==> src/rtl/sfr_timer_pkg.sv <==
// Shared constants for the SFR timer bank: register map, CTRL bit indices, byte-lane merge.
// CAPTURE_EN (optional define) enables the per-channel input-capture path.
package sfr_timer_pkg;

  localparam logic [7:0] ADDR_PEND  = 8'h00;
  localparam logic [7:0] ADDR_MASK  = 8'h02;
  localparam logic [7:0] ADDR_PRESC = 8'h04;
  localparam logic [7:0] ADDR_INFO  = 8'h06;
  localparam logic [7:0] CH_BASE    = 8'h10;
  localparam logic [7:0] CH_STRIDE  = 8'h08;

  localparam logic [2:0] CH_CTRL = 3'h0;
  localparam logic [2:0] CH_CMP  = 3'h2;
  localparam logic [2:0] CH_CNT  = 3'h4;
  localparam logic [2:0] CH_CAP  = 3'h6;

  localparam int CTRL_EN      = 0;
  localparam int CTRL_ONESHOT = 1;
  localparam int CTRL_CAPFALL = 2;

  localparam logic [3:0] INFO_VER = 4'h1;

`ifdef CAPTURE_EN
  localparam bit CAP_ON = 1'b1;
`else
  localparam bit CAP_ON = 1'b0;
`endif

  // Apply a 16-bit write to a 16-bit register image, honouring byte enables.
  function automatic logic [15:0] bmerge(input logic [15:0] old, input logic [15:0] wd,
                                         input logic [1:0] be);
    return {be[1] ? wd[15:8] : old[15:8], be[0] ? wd[7:0] : old[7:0]};
  endfunction

endpackage

==> src/rtl/sfr_timer_chan.sv <==
// One compare timer channel: CTRL/CMP/CNT/CAP registers, match and capture event pulses.
// With CAPTURE_EN defined, cap_in is synchronised and edge-detected to capture CNT.
module sfr_timer_chan
  import sfr_timer_pkg::*;
#(
  parameter int WIDTH = 16
) (
  input  logic             clk,
  input  logic             reset,
  input  logic             tick,
  input  logic [1:0]       wr_ctrl,
  input  logic [1:0]       wr_cmp,
  input  logic [1:0]       wr_cnt,
  input  logic [15:0]      wdata,
  input  logic             cap_in,
  output logic [2:0]       ctrl,
  output logic [WIDTH-1:0] cmp,
  output logic [WIDTH-1:0] cnt,
  output logic [WIDTH-1:0] cap,
  output logic             match,
  output logic             capt
);

  logic [2:0]       ctrl_q, ctrl_d;
  logic [WIDTH-1:0] cmp_q, cmp_d, cnt_q, cnt_d, cap_q, cap_d;

`ifdef CAPTURE_EN
  // [0],[1] synchroniser, [2] previous value for edge detection
  logic [2:0] sync_q, sync_d;
  assign sync_d = {sync_q[1:0], cap_in};
  assign capt   = ctrl_q[CTRL_CAPFALL] ? (sync_q[2] & ~sync_q[1]) : (sync_q[1] & ~sync_q[2]);

  always_ff @(posedge clk) begin
    if (reset) sync_q <= '0;
    else       sync_q <= sync_d;
  end
`else
  logic unused_cap_in;
  assign unused_cap_in = cap_in;
  assign capt = 1'b0;
`endif

  always_comb begin
    ctrl_d = ctrl_q;
    cmp_d  = cmp_q;
    cnt_d  = cnt_q;
    match  = 1'b0;
    // A CPU write to CTRL or CNT swallows a coincident tick.
    if (tick && ctrl_q[CTRL_EN] && wr_ctrl == 2'b00 && wr_cnt == 2'b00) begin
      if (cnt_q == cmp_q) begin
        cnt_d = '0;
        match = 1'b1;
        if (ctrl_q[CTRL_ONESHOT]) ctrl_d[CTRL_EN] = 1'b0;
      end else begin
        cnt_d = cnt_q + WIDTH'(1);
      end
    end
    if (|wr_ctrl) begin
      ctrl_d = 3'(bmerge(16'(ctrl_q), wdata, wr_ctrl));
      if (!CAP_ON) ctrl_d[CTRL_CAPFALL] = 1'b0;
    end
    if (|wr_cmp) cmp_d = WIDTH'(bmerge(16'(cmp_q), wdata, wr_cmp));
    if (|wr_cnt) cnt_d = WIDTH'(bmerge(16'(cnt_q), wdata, wr_cnt));
    cap_d = capt ? cnt_q : cap_q;
  end

  always_ff @(posedge clk) begin
    if (reset) begin
      ctrl_q <= '0;
      cmp_q  <= '0;
      cnt_q  <= '0;
      cap_q  <= '0;
    end else begin
      ctrl_q <= ctrl_d;
      cmp_q  <= cmp_d;
      cnt_q  <= cnt_d;
      cap_q  <= cap_d;
    end
  end

  assign ctrl = ctrl_q;
  assign cmp  = cmp_q;
  assign cnt  = cnt_q;
  assign cap  = cap_q;

endmodule

==> src/rtl/sfr_timer_bank.sv <==
// NCH-channel compare timer bank on the b16 SFR bus: prescaler, W1C pending, mask, registered irq.
// CAPTURE_EN (optional define) adds capture pending/mask bits [15:8] and CAP registers.
module sfr_timer_bank
  import sfr_timer_pkg::*;
#(
  parameter int NCH   = 4,
  parameter int WIDTH = 16,
  parameter int PSW   = 8
) (
  input  logic           clk,
  input  logic           reset,
  input  logic           drun,
  input  logic           sel,
  input  logic [7:0]     addr,
  input  logic           r,
  input  logic [1:0]     w,
  input  logic [15:0]    dwrite,
  output logic [15:0]    sfr_data,
  input  logic [NCH-1:0] cap_in,
  output logic           irq
);

  logic [7:0] addr_e, off;
  logic [2:0] ch_idx;
  logic       in_ch, wr_any;
  logic       unused_addr0;

  assign unused_addr0 = addr[0];
  assign addr_e = {addr[7:1], 1'b0};
  assign off    = addr_e - CH_BASE;
  assign ch_idx = off[5:3];
  assign in_ch  = (addr_e >= CH_BASE) && (off[7:3] < 5'(NCH));
  assign wr_any = sel && (|w);

  logic [NCH-1:0][1:0]       wr_ctrl, wr_cmp, wr_cnt;
  logic [NCH-1:0][2:0]       ch_ctrl;
  logic [NCH-1:0][WIDTH-1:0] ch_cmp, ch_cnt, ch_cap;
  logic [NCH-1:0]            ch_match, ch_capt;

  always_comb begin
    for (int c = 0; c < NCH; c++) begin
      wr_ctrl[c] = (sel && in_ch && ch_idx == 3'(c) && off[2:0] == CH_CTRL) ? w : 2'b00;
      wr_cmp[c]  = (sel && in_ch && ch_idx == 3'(c) && off[2:0] == CH_CMP)  ? w : 2'b00;
      wr_cnt[c]  = (sel && in_ch && ch_idx == 3'(c) && off[2:0] == CH_CNT)  ? w : 2'b00;
    end
  end

  logic       tick;
  logic [PSW-1:0] presc_q, presc_d, pcnt_q, pcnt_d;
  logic [NCH-1:0] pend_cmp_q, pend_cmp_d, pend_cap_q, pend_cap_d;
  logic [NCH-1:0] mask_cmp_q, mask_cmp_d, mask_cap_q, mask_cap_d;
  logic           irq_q, irq_d;
  logic           wr_pend, wr_mask, wr_presc;

  assign wr_pend  = wr_any && addr_e == ADDR_PEND;
  assign wr_mask  = wr_any && addr_e == ADDR_MASK;
  assign wr_presc = wr_any && addr_e == ADDR_PRESC;
  assign tick     = drun && (pcnt_q == presc_q);

  always_comb begin
    presc_d = wr_presc ? PSW'(bmerge(16'(presc_q), dwrite, w)) : presc_q;
    pcnt_d  = pcnt_q;
    if (drun) pcnt_d = tick ? '0 : pcnt_q + PSW'(1);
    if (wr_presc) pcnt_d = '0;

    // Clear first, then OR in hardware events so a coincident set survives.
    pend_cmp_d = pend_cmp_q;
    pend_cap_d = pend_cap_q;
    if (wr_pend && w[0]) pend_cmp_d = pend_cmp_d & ~dwrite[NCH-1:0];
    if (wr_pend && w[1]) pend_cap_d = pend_cap_d & ~dwrite[8 +: NCH];
    pend_cmp_d = pend_cmp_d | ch_match;
    pend_cap_d = pend_cap_d | ch_capt;

    mask_cmp_d = mask_cmp_q;
    mask_cap_d = mask_cap_q;
    if (wr_mask && w[0])           mask_cmp_d = dwrite[NCH-1:0];
    if (CAP_ON && wr_mask && w[1]) mask_cap_d = dwrite[8 +: NCH];

    irq_d = |((pend_cmp_q & mask_cmp_q) | (pend_cap_q & mask_cap_q));
  end

  always_ff @(posedge clk) begin
    if (reset) begin
      presc_q    <= '0;
      pcnt_q     <= '0;
      pend_cmp_q <= '0;
      pend_cap_q <= '0;
      mask_cmp_q <= '0;
      mask_cap_q <= '0;
      irq_q      <= 1'b0;
    end else begin
      presc_q    <= presc_d;
      pcnt_q     <= pcnt_d;
      pend_cmp_q <= pend_cmp_d;
      pend_cap_q <= pend_cap_d;
      mask_cmp_q <= mask_cmp_d;
      mask_cap_q <= mask_cap_d;
      irq_q      <= irq_d;
    end
  end

  assign irq = irq_q;

  for (genvar c = 0; c < NCH; c++) begin : g_chan
    sfr_timer_chan #(.WIDTH(WIDTH)) u_chan (
      .clk     (clk),
      .reset   (reset),
      .tick    (tick),
      .wr_ctrl (wr_ctrl[c]),
      .wr_cmp  (wr_cmp[c]),
      .wr_cnt  (wr_cnt[c]),
      .wdata   (dwrite),
      .cap_in  (cap_in[c]),
      .ctrl    (ch_ctrl[c]),
      .cmp     (ch_cmp[c]),
      .cnt     (ch_cnt[c]),
      .cap     (ch_cap[c]),
      .match   (ch_match[c]),
      .capt    (ch_capt[c])
    );
  end

  always_comb begin
    sfr_data = '0;
    if (r && sel) begin
      case (addr_e)
        ADDR_PEND:  sfr_data = {8'(pend_cap_q), 8'(pend_cmp_q)};
        ADDR_MASK:  sfr_data = {8'(mask_cap_q), 8'(mask_cmp_q)};
        ADDR_PRESC: sfr_data = 16'(presc_q);
        ADDR_INFO:  sfr_data = {INFO_VER, 4'(NCH), 8'(WIDTH)};
        default: begin
          for (int c = 0; c < NCH; c++) begin
            if (in_ch && ch_idx == 3'(c)) begin
              case (off[2:0])
                CH_CTRL: sfr_data = 16'(ch_ctrl[c]);
                CH_CMP:  sfr_data = 16'(ch_cmp[c]);
                CH_CNT:  sfr_data = 16'(ch_cnt[c]);
                CH_CAP:  sfr_data = 16'(ch_cap[c]);
                default: ;
              endcase
            end
          end
        end
      endcase
    end
  end

endmodule

==> config.mk <==
export PLATFORM = sky130hd
export DESIGN_NAME = sfr_timer_bank
export DESIGN_NICKNAME = d
export VERILOG_FILES = /design/src/rtl/sfr_timer_pkg.sv /design/src/rtl/sfr_timer_chan.sv /design/src/rtl/sfr_timer_bank.sv
export SDC_FILE = /design/constraint.sdc
export NUM_CORES = 1
export LEC_CHECK = 0
export CAP_MARGIN = 20
export CORE_MARGIN = 3
export CORE_UTILIZATION = 30
export DETAILED_ROUTE_END_ITERATION = 12
export SYNTH_ARGS = -nofsm -noshare
export SYNTH_HDL_FRONTEND = slang
export SYNTH_SLANG_ARGS = --single-unit
==> constraint.sdc <==
create_clock -name clk -period 3.2 [get_ports clk]
set_input_delay 0.48 -clock clk [delete_from_list [all_inputs] [get_ports clk]]
set_output_delay 0.48 -clock clk [all_outputs]
set_load 0.005 [all_outputs]
==> results of run 1 <==
[per-stage QoR]
stage               setup slack, ps  hold WS [ps]  area, um^2  cells  utilization, %
detailed placement           -421.6         423.2       12260   1887           35.40
CTS                          -11.56         435.0       12970   1923           37.47
global placement             -406.6         426.7       12260   1887           35.40
finish                        166.1         449.0       13010   1923           37.56
global route                  18.01         475.5       13010   1923           37.56
floorplan                     634.8         411.8       10580   1368               -
[power breakdown]
part	internal (mW)	leakage [nW]	switching [mW]	total (mW)
Combinational	0.199	2.78	0.352	0.551
Sequential	2.06	1.33	0.00995	2.07
Clock	1.10	0.274	0.981	2.08
Total	3.36	4.38	1.34	4.70
[what timing repair did]
action	in CTS	in global routing
endpoints found under the setup margin	16	15
hold endpoints to repair	0	0
pin swaps	15	5
buffers inserted	5	0
resized for setup	55	12
cloned	0	0
[cell type report]
cell class | instances | area [um^2] | share of cell area [%]
Sequential cell | 165 | 3303 | 25.39
Multi-Input combinational cell | 1061 | 6857 | 52.71
Clock buffer | 18 | 439.2 | 3.376
Inverter | 21 | 78.83 | 0.6060
Timing Repair Buffer | 189 | 1635 | 12.57
Tap cell | 455 | 569.3 | 4.377
Clock inverter | 14 | 125.1 | 0.9619
[critical path: cells and delay by family]
kind,cells,cell delay [ps]
AO/OA/AOI/OAI,1,70
buffers and inverters,5,1300
AND/OR/NAND/NOR,4,690
[state kept, by name, indices dropped and copies added, names as in the netlist, 4 cells and up]
name                count
pcnt_q                  8
g_chan.u_chan.ctrl      8
mask_cmp_q              4
g_chan.u_chan.cnt      64
presc_q                 8
pend_cmp_q              4
g_chan.u_chan.cmp      64
pend_cap_q              4
[final timing paths]
kind,start,to,depth (start not counted)
worst max-delay path,addr[6],sfr_data[9],10
worst min-delay path,pend_cap_q[0],pend_cap_q[0],2
worst max register to register,g_chan[0].u_chan.cnt[14],g_chan[0].u_chan.cnt[9],7
worst min register to register,pend_cap_q[0],pend_cap_q[0],2
[synth_stat cells (6+ instances only)]
| cell type | n | area share [%] |
|---|---|---|
| dfxtp_1 | 165 | 31 |
| a21oi_1 | 130 | 6.1 |
| nor2_1 | 124 | 4.4 |
| nand2_1 | 121 | 4.3 |
| clkbuf_1 | 89 | 3.2 |
| mux2i_1 | 78 | 7.4 |
| xnor2_1 | 75 | 6.2 |
| nor3_1 | 68 | 3.2 |
| o21ai_0 | 47 | 2.2 |
| o21ai_1 | 46 | 2.2 |
| nand3_1 | 41 | 1.9 |
| a221oi_1 | 31 | 2.6 |
| nand4_1 | 30 | 1.8 |
| nor4_1 | 27 | 1.6 |
| inv_1 | 20 | 0.71 |
| o22ai_1 | 17 | 1.0 |
| and3_1 | 15 | 0.89 |
| buf_2 | 14 | 0.66 |
| a22o_1 | 13 | 1.1 |
| nor3b_1 | 13 | 0.92 |
| nor4b_1 | 13 | 1.1 |
| a211oi_1 | 12 | 0.85 |
| and2_1 | 12 | 0.71 |
| o32ai_1 | 12 | 0.99 |
| a22oi_1 | 9 | 0.64 |
| a31oi_1 | 8 | 0.47 |
| o211ai_1 | 8 | 0.57 |
| a21o_1 | 7 | 0.50 |
| buf_1 | 7 | 0.25 |
| or3_1 | 7 | 0.41 |
| buf_6 | 6 | 0.64 |
| ha_1 | 6 | 0.71 |
| nand2b_1 | 6 | 0.35 |
| xor2_1 | 6 | 0.50 |
[cells by family after synthesis]
logic type      Yosys count  share of synthesized area (%)
mux                      78                          7.379
flops                   165                          31.22
fa+ha+maj                 6                         0.7095
buf+inv                 142                          5.900
compound gates          381                          23.01
simple gates            515                          25.08
xor+xnor                 81                          6.705
[layer usage]
metal | part of all wire (%) | global-route usage, % | vias to the layer above | routed length, um
met4 | 4.7 | 10.37 | 0 | 1977
met1 | 45 | 30.36 | 5444 | 18700
met3 | 7.4 | 3.301 | 96 | 3096
met5 | 0 | 0 | - | 0
met2 | 43 | 32.23 | 488 | 18130
li1 | - | - | 5204 | -
==> impl_table.tex, run 1 <==
\begin{tabular}{lr}
\hline
Metric & Value \\
\hline
\multicolumn{2}{l}{\textbf{Status}} \\
\quad Run status & complete, no violations \\
\multicolumn{2}{l}{\textbf{Worst hold path}} \\
\quad Hold crit path type & register to register \\
\multicolumn{2}{l}{\textbf{Final layout}} \\
\quad Number of filler instances in the final layout & 3,561 \\
\quad Most frequent cells in the layout & 165 x dfxtp\_1, 133 x buf\_4, 126 x a21oi\_1 \\
\quad NumNets Final & 1,496 \\
\quad Commonest non-fill, non-tap cell in the layout & dfxtp\_1 \\
\quad \# diodes & 0 \\
\quad Share of final-layout standard cells stronger than drive strength 1 & 16.83\% \\
\quad Area added between synthesis and finish & 22.93\% \\
\multicolumn{2}{l}{\textbf{CTS}} \\
\quad Cell at the root of the clock tree & clkbuf\_16 \\
\quad Number of buffers between clock root and the deepest sink & 2 \\
\quad \# clock sinks & 165 \\
\quad Level count of the clock H-tree & 4 \\
\quad Clock Latency Late Sink & 450 ps \\
\quad Post-CTS clock slew at the launch and capture registers of the worst setup and hold paths & 70 ps \\
\quad Clock buffers created by TritonCTS & 17 \\
\quad Hold buffer count at CTS & 0 \\
\quad TritonCTS clock tree & done \\
\multicolumn{2}{l}{\textbf{Timing}} \\
\quad Skew final & 14.81 ps \\
\quad Highest achievable clock rate & 329.6 MHz \\
\quad Final worst path period share & 94.81\% \\
\quad Unrepaired setup endpoints after global routing & false \\
\quad Headroom to the max-slew limit & 42.36\% \\
\quad Minimum period implied by the final worst setup slack & 3034 ps \\
\quad Worst Tran Pin Value & 862.0 ps \\
\quad Number of setup violations in the final report & 0 \\
\quad Fin. Hold Viols & 0 \\
\quad Total Negative Setup Slacks & 0 ps \\
\quad Number of slew-limit violations in the final report & 0 \\
\multicolumn{2}{l}{\textbf{Setup path}} \\
\quad Setup crit end kind & primary output \\
\quad Worst-path maximum fanout & 6 \\
\quad Startpoint class of the critical path & input pin \\
\quad Critical path start-end classification & input pin to primary output \\
\quad Slowest library cell on the worst path & clkdlybuf4s50\_1 \\
\quad Setup slack of the worst register-to-register path & 750 ps \\
\quad Most used cell, CP & buf\_4 \\
\quad Critical path, cell by cell & clkdlybuf4s50\_1 > buf\_4 > nor3\_1 > nand2\_1 > buf\_4 > nor3\_1 > buf\_4 > a221oi\_2 > nor2\_1 > dlygate4sd2\_1 \\
\quad Largest stage delay on the critical path & 480 ps \\
\quad Critical path data arrival time & 2550 ps \\
\quad Required time at the worst-slack endpoint & 2720 ps \\
\multicolumn{2}{l}{\textbf{Global routing}} \\
\quad Overflow after GRT & 0 \\
\quad Global-route wire length before repair & 63.76 mm \\
\quad Via count of the first global-routing pass & 10,480 \\
\quad Initial antenna violation count & 0 \\
\quad Largest net degree at the start of global routing & 152 \\
\quad Overall global routing resource usage & 21.57\% \\
\multicolumn{2}{l}{\textbf{Drt}} \\
\quad Drc violations & 0 \\
\quad Detailed-route vias per instance & 5.841 \\
\quad Drt wl/cell & 21.79 um \\
\quad Routed via count & 11,230 \\
\quad Post-route antenna net violation count & 0 \\
\quad DRT Wirelength & 41.90 mm \\
\quad Detailed-routing iteration count for the pre-antenna-repair pass & 6 \\
\quad First-iteration detailed-routing DRC count & 1,380 \\
\multicolumn{2}{l}{\textbf{Place}} \\
\quad Half-perimeter wire length after placement & 30.05 mm \\
\quad Placer's final routability congestion estimate & 0.9815 \\
\quad Number of buffers inserted by port buffering & 46 \\
\multicolumn{2}{l}{\textbf{Logic synthesis}} \\
\quad Synth unique cells & 82 \\
\quad Total of warnings raised by yosys & 0 \\
\quad Share of flip-flops with an asynchronous set or reset & 0\% \\
\quad Net Count, Synth & 1,409 \\
\quad Most used flip-flop cell after synthesis & dfxtp\_1 \\
\quad Synthesis-stage register bit count & 165 \\
\quad Mapped Area & 10,580 um\^{}2 \\
\quad Count of flip-flops with a built-in enable after synthesis & 0 \\
\quad Sequential fraction of the synthesis area & 31.22\% \\
\quad Average instance area after synthesis & 7.735 um\^{}2 \\
\quad Number of instances in the synthesized netlist & 1,368 \\
\multicolumn{2}{l}{\textbf{Die}} \\
\quad Starting Density & 30.56\% \\
\quad Horizontal die dimension & 193.8 um \\
\quad Std cell rows & 68 \\
\quad Area of the core & 34,630 um\^{}2 \\
\quad Die area & 37,560 um\^{}2 \\
\quad Ports & 52 \\
\quad Height of the die & 193.8 um \\
\multicolumn{2}{l}{\textbf{Power and ir drop}} \\
\quad PD cells & 361.4 nW/um\^{}2 \\
\quad Overall power of the completed layout & 4.701 mW \\
\quad Max rail drop VDD & 0.0003567 V \\
\quad Leakage power figure & 4.378 nW \\
\multicolumn{2}{l}{\textbf{Run}} \\
\quad Max-capacitance violation count & 0 \\
\hline
\end{tabular}
Note: power is estimated with default switching activity, not from simulation.
==> run 2: changes to the inputs <==
--- a/config.mk
+++ b/config.mk
@@ -5,9 +5,11 @@
 export SDC_FILE = /design/constraint.sdc
 export NUM_CORES = 1
 export LEC_CHECK = 0
+export ABC_CLOCK_PERIOD_IN_PS = 3200
 export CAP_MARGIN = 20
 export CORE_MARGIN = 3
 export CORE_UTILIZATION = 30
+export CTS_CLUSTER_SIZE = 40
 export DETAILED_ROUTE_END_ITERATION = 12
 export SYNTH_ARGS = -nofsm -noshare
 export SYNTH_HDL_FRONTEND = slang
==> results of run 2 <==
No change in the layout: final DEF, timing and power equal those of run 1.
==> run 3: changes to the inputs <==
--- a/config.mk
+++ b/config.mk
@@ -11,6 +11,8 @@
 export CORE_UTILIZATION = 30
 export CTS_CLUSTER_SIZE = 40
 export DETAILED_ROUTE_END_ITERATION = 12
+export REMOVE_ABC_BUFFERS = 1
 export SYNTH_ARGS = -nofsm -noshare
 export SYNTH_HDL_FRONTEND = slang
+export SYNTH_HIERARCHICAL = 1
 export SYNTH_SLANG_ARGS = --single-unit
==> run 3 against run 2 <==
  * Global-route usage down 3.1 points
  * Clock power up 6%
  * Synthesized area is 16% higher
  * Maximum frequency is 3.2% lower
  * Sequential share of layout area fell by 2.4 points
  * Register-to-register slack lost 130 ps
  * Cell count grew 7.6%
  * Largest cell class unchanged
  * Largest power group unchanged
==> impl_table.tex, run 3 <==
\begin{tabular}{lr}
\hline
Metric & Value \\
\hline
\multicolumn{2}{l}{\textbf{Place}} \\
\quad Number of buffers inserted by port buffering & 46 \\
\quad Half-perimeter wire length after placement & 29.51 mm \\
\quad Placer's final routability congestion estimate & 0.9070 \\
\quad Cell count after placement & 2,035 \\
\quad Placement Setup Slack & -827.5 ps \\
\multicolumn{2}{l}{\textbf{Die}} \\
\quad Die area & 43,410 um\^{}2 \\
\quad Ports & 52 \\
\quad Horizontal die dimension & 208.4 um \\
\quad Starting Density & 30.64\% \\
\quad Height of the die & 208.4 um \\
\quad Area of the core & 40,100 um\^{}2 \\
\quad Std cell rows & 73 \\
\multicolumn{2}{l}{\textbf{Global routing}} \\
\quad Global-route wire length before repair & 63.25 mm \\
\quad Via count of the first global-routing pass & 10,650 \\
\quad Largest net degree at the start of global routing & 85 \\
\quad Initial antenna violation count & 3 \\
\quad Overall global routing resource usage & 18.45\% \\
\quad Overflow after GRT & 0 \\
\multicolumn{2}{l}{\textbf{Logic synthesis}} \\
\quad Mapped Area & 12,280 um\^{}2 \\
\quad Count of flip-flops with a built-in enable after synthesis & 0 \\
\quad Leading post-synthesis cells by cell area & dfxtp\_1 27\%, mux2i\_1 7.3\%, xor2\_1 5.4\% \\
\quad Library cell with the highest instance count after synthesis & dfxtp\_1 \\
\quad Most used flip-flop cell after synthesis & dfxtp\_1 \\
\quad Number of instances in the synthesized netlist & 1,431 \\
\quad Synthesis-stage register bit count & 165 \\
\quad Area share of the leading cell type in the synthesized netlist & 26.89\% \\
\quad Ranking of synthesized cells by instance count & 165 x dfxtp\_1, 121 x nor2\_1, 89 x mux2i\_1, 88 x a21oi\_1, 80 x nand3\_1 \\
\quad Synth unique cells & 78 \\
\quad Cell type with the largest total area after synthesis & dfxtp\_1 \\
\quad Average instance area after synthesis & 8.584 um\^{}2 \\
\quad Sequential fraction of the synthesis area & 26.89\% \\
\quad Share of flip-flops with an asynchronous set or reset & 0\% \\
\quad Total of warnings raised by yosys & 6 \\
\multicolumn{2}{l}{\textbf{Final layout}} \\
\quad NumNets Final & 1,571 \\
\quad Share of final-layout standard cells stronger than drive strength 1 & 23.27\% \\
\quad Commonest non-fill, non-tap cell in the layout & dfxtp\_1 \\
\quad Number of filler instances in the final layout & 4,118 \\
\quad Final std cells w/o fill & 2,070 \\
\quad Flip-flop and latch area & 3303 um\^{}2 \\
\quad Area added between synthesis and finish & 16.71\% \\
\quad Area of the multi-input gates & 7918 um\^{}2 \\
\quad Util after Layout & 35.76\% \\
\quad Most frequent cells in the layout & 165 x dfxtp\_1, 147 x buf\_4, 120 x nor2\_1 \\
\multicolumn{2}{l}{\textbf{Setup path}} \\
\quad Startpoint of the worst register-to-register path & pcnt\_q[4] \\
\quad Worst-path maximum fanout & 8 \\
\quad Required time at the worst-slack endpoint & 2720 ps \\
\quad Setup slack of the worst register-to-register path & 620 ps \\
\quad Critical path start-end classification & input pin to primary output \\
\quad Number of cell instances on the worst register-to-register path & 10 \\
\quad Worst setup path end & sfr\_data[0] \\
\quad Setup crit end kind & primary output \\
\quad CP Launch Point & addr[5] \\
\quad Startpoint class of the critical path & input pin \\
\quad Capture point of the worst reg-to-reg path & g\_chan[2].u\_chan/cnt[7] \\
\quad Critical path data arrival time & 2660 ps \\
\multicolumn{2}{l}{\textbf{CTS}} \\
\quad Clock Latency Late Sink & 450 ps \\
\quad TritonCTS clock tree & done \\
\quad Number of buffers between clock root and the deepest sink & 2 \\
\quad Clock buffers created by TritonCTS & 17 \\
\quad Cell at the root of the clock tree & clkbuf\_16 \\
\quad \# clock sinks & 165 \\
\quad Level count of the clock H-tree & 4 \\
\quad Post-CTS clock slew at the launch and capture registers of the worst setup and hold paths & 70 ps \\
\multicolumn{2}{l}{\textbf{Drt}} \\
\quad Drc violations & 0 \\
\quad Detailed-routing iteration count for the pre-antenna-repair pass & 6 \\
\quad Drt wl/cell & 20.20 um \\
\quad DRT Wirelength & 41.82 mm \\
\quad First-iteration detailed-routing DRC count & 919 \\
\quad Post-route antenna net violation count & 0 \\
\quad Detailed-route vias per instance & 5.561 \\
\quad Routed via count & 11,510 \\
\multicolumn{2}{l}{\textbf{Timing}} \\
\quad Worst Tran Pin Value & 1044 ps \\
\quad Post-route worst hold slack & 445.8 ps \\
\quad Highest achievable clock rate & 318.9 MHz \\
\quad Skew final & 15.83 ps \\
\quad Final worst-path setup slack & 64.35 ps \\
\quad Headroom to the max-slew limit & 30.16\% \\
\quad Fin. Hold Viols & 0 \\
\quad Number of slew-limit violations in the final report & 0 \\
\quad Final worst path period share & 97.99\% \\
\quad Minimum period implied by the final worst setup slack & 3136 ps \\
\quad Number of setup violations in the final report & 0 \\
\multicolumn{2}{l}{\textbf{Power and ir drop}} \\
\quad Max rail drop VDD & 0.0003202 V \\
\quad Leakage power figure & 5.308 nW \\
\quad PD cells & 337.1 nW/um\^{}2 \\
\multicolumn{2}{l}{\textbf{Run}} \\
\quad Max-capacitance violation count & 0 \\
\multicolumn{2}{l}{\textbf{Worst hold path}} \\
\quad Hold crit path type & input pin to register \\
\multicolumn{2}{l}{\textbf{Status}} \\
\quad Run status & complete, no violations \\
\hline
\end{tabular}
[run 3: cell types whose count changed after synthesis, sizes merged, moves of 38 or more]
cell,before,now
buf,29,138
nand3,42,80
a22oi,11,74
xor2,6,76
mux2,0,41
nand2,121,74
o21ai,93,35
a21oi,131,92
xnor2,75,4
[run 3: area by class of cell]
cell class / instances / share of cell area, %
Timing Repair Buffer: 205 / 12.27
Clock buffer: 19 / 3.159
Clock inverter: 13 / 1.143
Sequential cell: 165 / 23.04
Multi-Input combinational cell: 1120 / 55.22
Tap cell: 525 / 4.582
Antenna cell: 2 / 0.03491
Inverter: 21 / 0.5498
[run 3: how the worst min path moves through the flow]
stage	startpoint	to	slack, ps	cells past startpoint
detailed placement	mask_cmp_q[0]	mask_cmp_q[0]	490	2
finish	reset	g_chan[3].u_chan/cmp[13]	450	2
global route	reset	g_chan[3].u_chan/cmp[12]	450	2
floorplan	pend_cap_q[2]	pend_cap_q[2]	460	2
CTS	reset	g_chan[3].u_chan/cmp[11]	420	2
global placement	pend_cap_q[2]	pend_cap_q[2]	470	2
[run 3: report_power, final]
part / leakage, nW / internal [mW] / total [mW] / switching (mW)
clock network: 0.305 / 1.22 / 2.21 / 0.986
registers: 1.33 / 2.06 / 2.07 / 0.00819
logic: 3.67 / 0.204 / 0.554 / 0.350
[run 3: logic make-up after synthesis]
group | synth area share (%)
AOI/OAI and AO/OA | 19.24
xor gates and xnor gates | 5.704
adders and majority gates | 0.6111
buffers and inverters | 12.23
DFF | 26.89
muxes | 13.21
other | 0.1222
and+or+nand+nor | 21.99
[run 3: repair_timing]
item                       4_1_cts  5_1_grt
setup endpoints to repair       40       13
hold buffers                     0        0
buffers inserted                 2        2
gates resized for setup         54       18
pin swaps                       13        7
[run 3: metrics by stage]
stage / setup TNS, ps / cell area [um^2] / power, mW
finish: 0 / 14340 / 4.833
floorplan: -1636 / 11120 / 2.312
global placement: -35910 / 13560 / 2.644
global route: -5.278 / 14330 / 4.989
detailed placement: -39800 / 13560 / 2.644
CTS: -445.6 / 14270 / 4.853
[run 3: per-layer routing]
metal | up-vias | part of all wire, % | global-route usage [%]
met5 | - | 0.031 | 0
met4 | 2 | 3.7 | 6.859
met3 | 85 | 6.6 | 3.197
met2 | 391 | 45 | 29.29
met1 | 5639 | 44 | 25.11
li1 | 5395 | - | -
[run 3: critical path, cell delays in order]
cell           delay, ps
buf_2                140
inv_1                 80
ha_4                 280
nand2_2               60
or4b_4               490
buf_6                150
buf_4                160
o22ai_1              200
mux2i_1              100
a211oi_1             240
dlygate4sd2_1        270
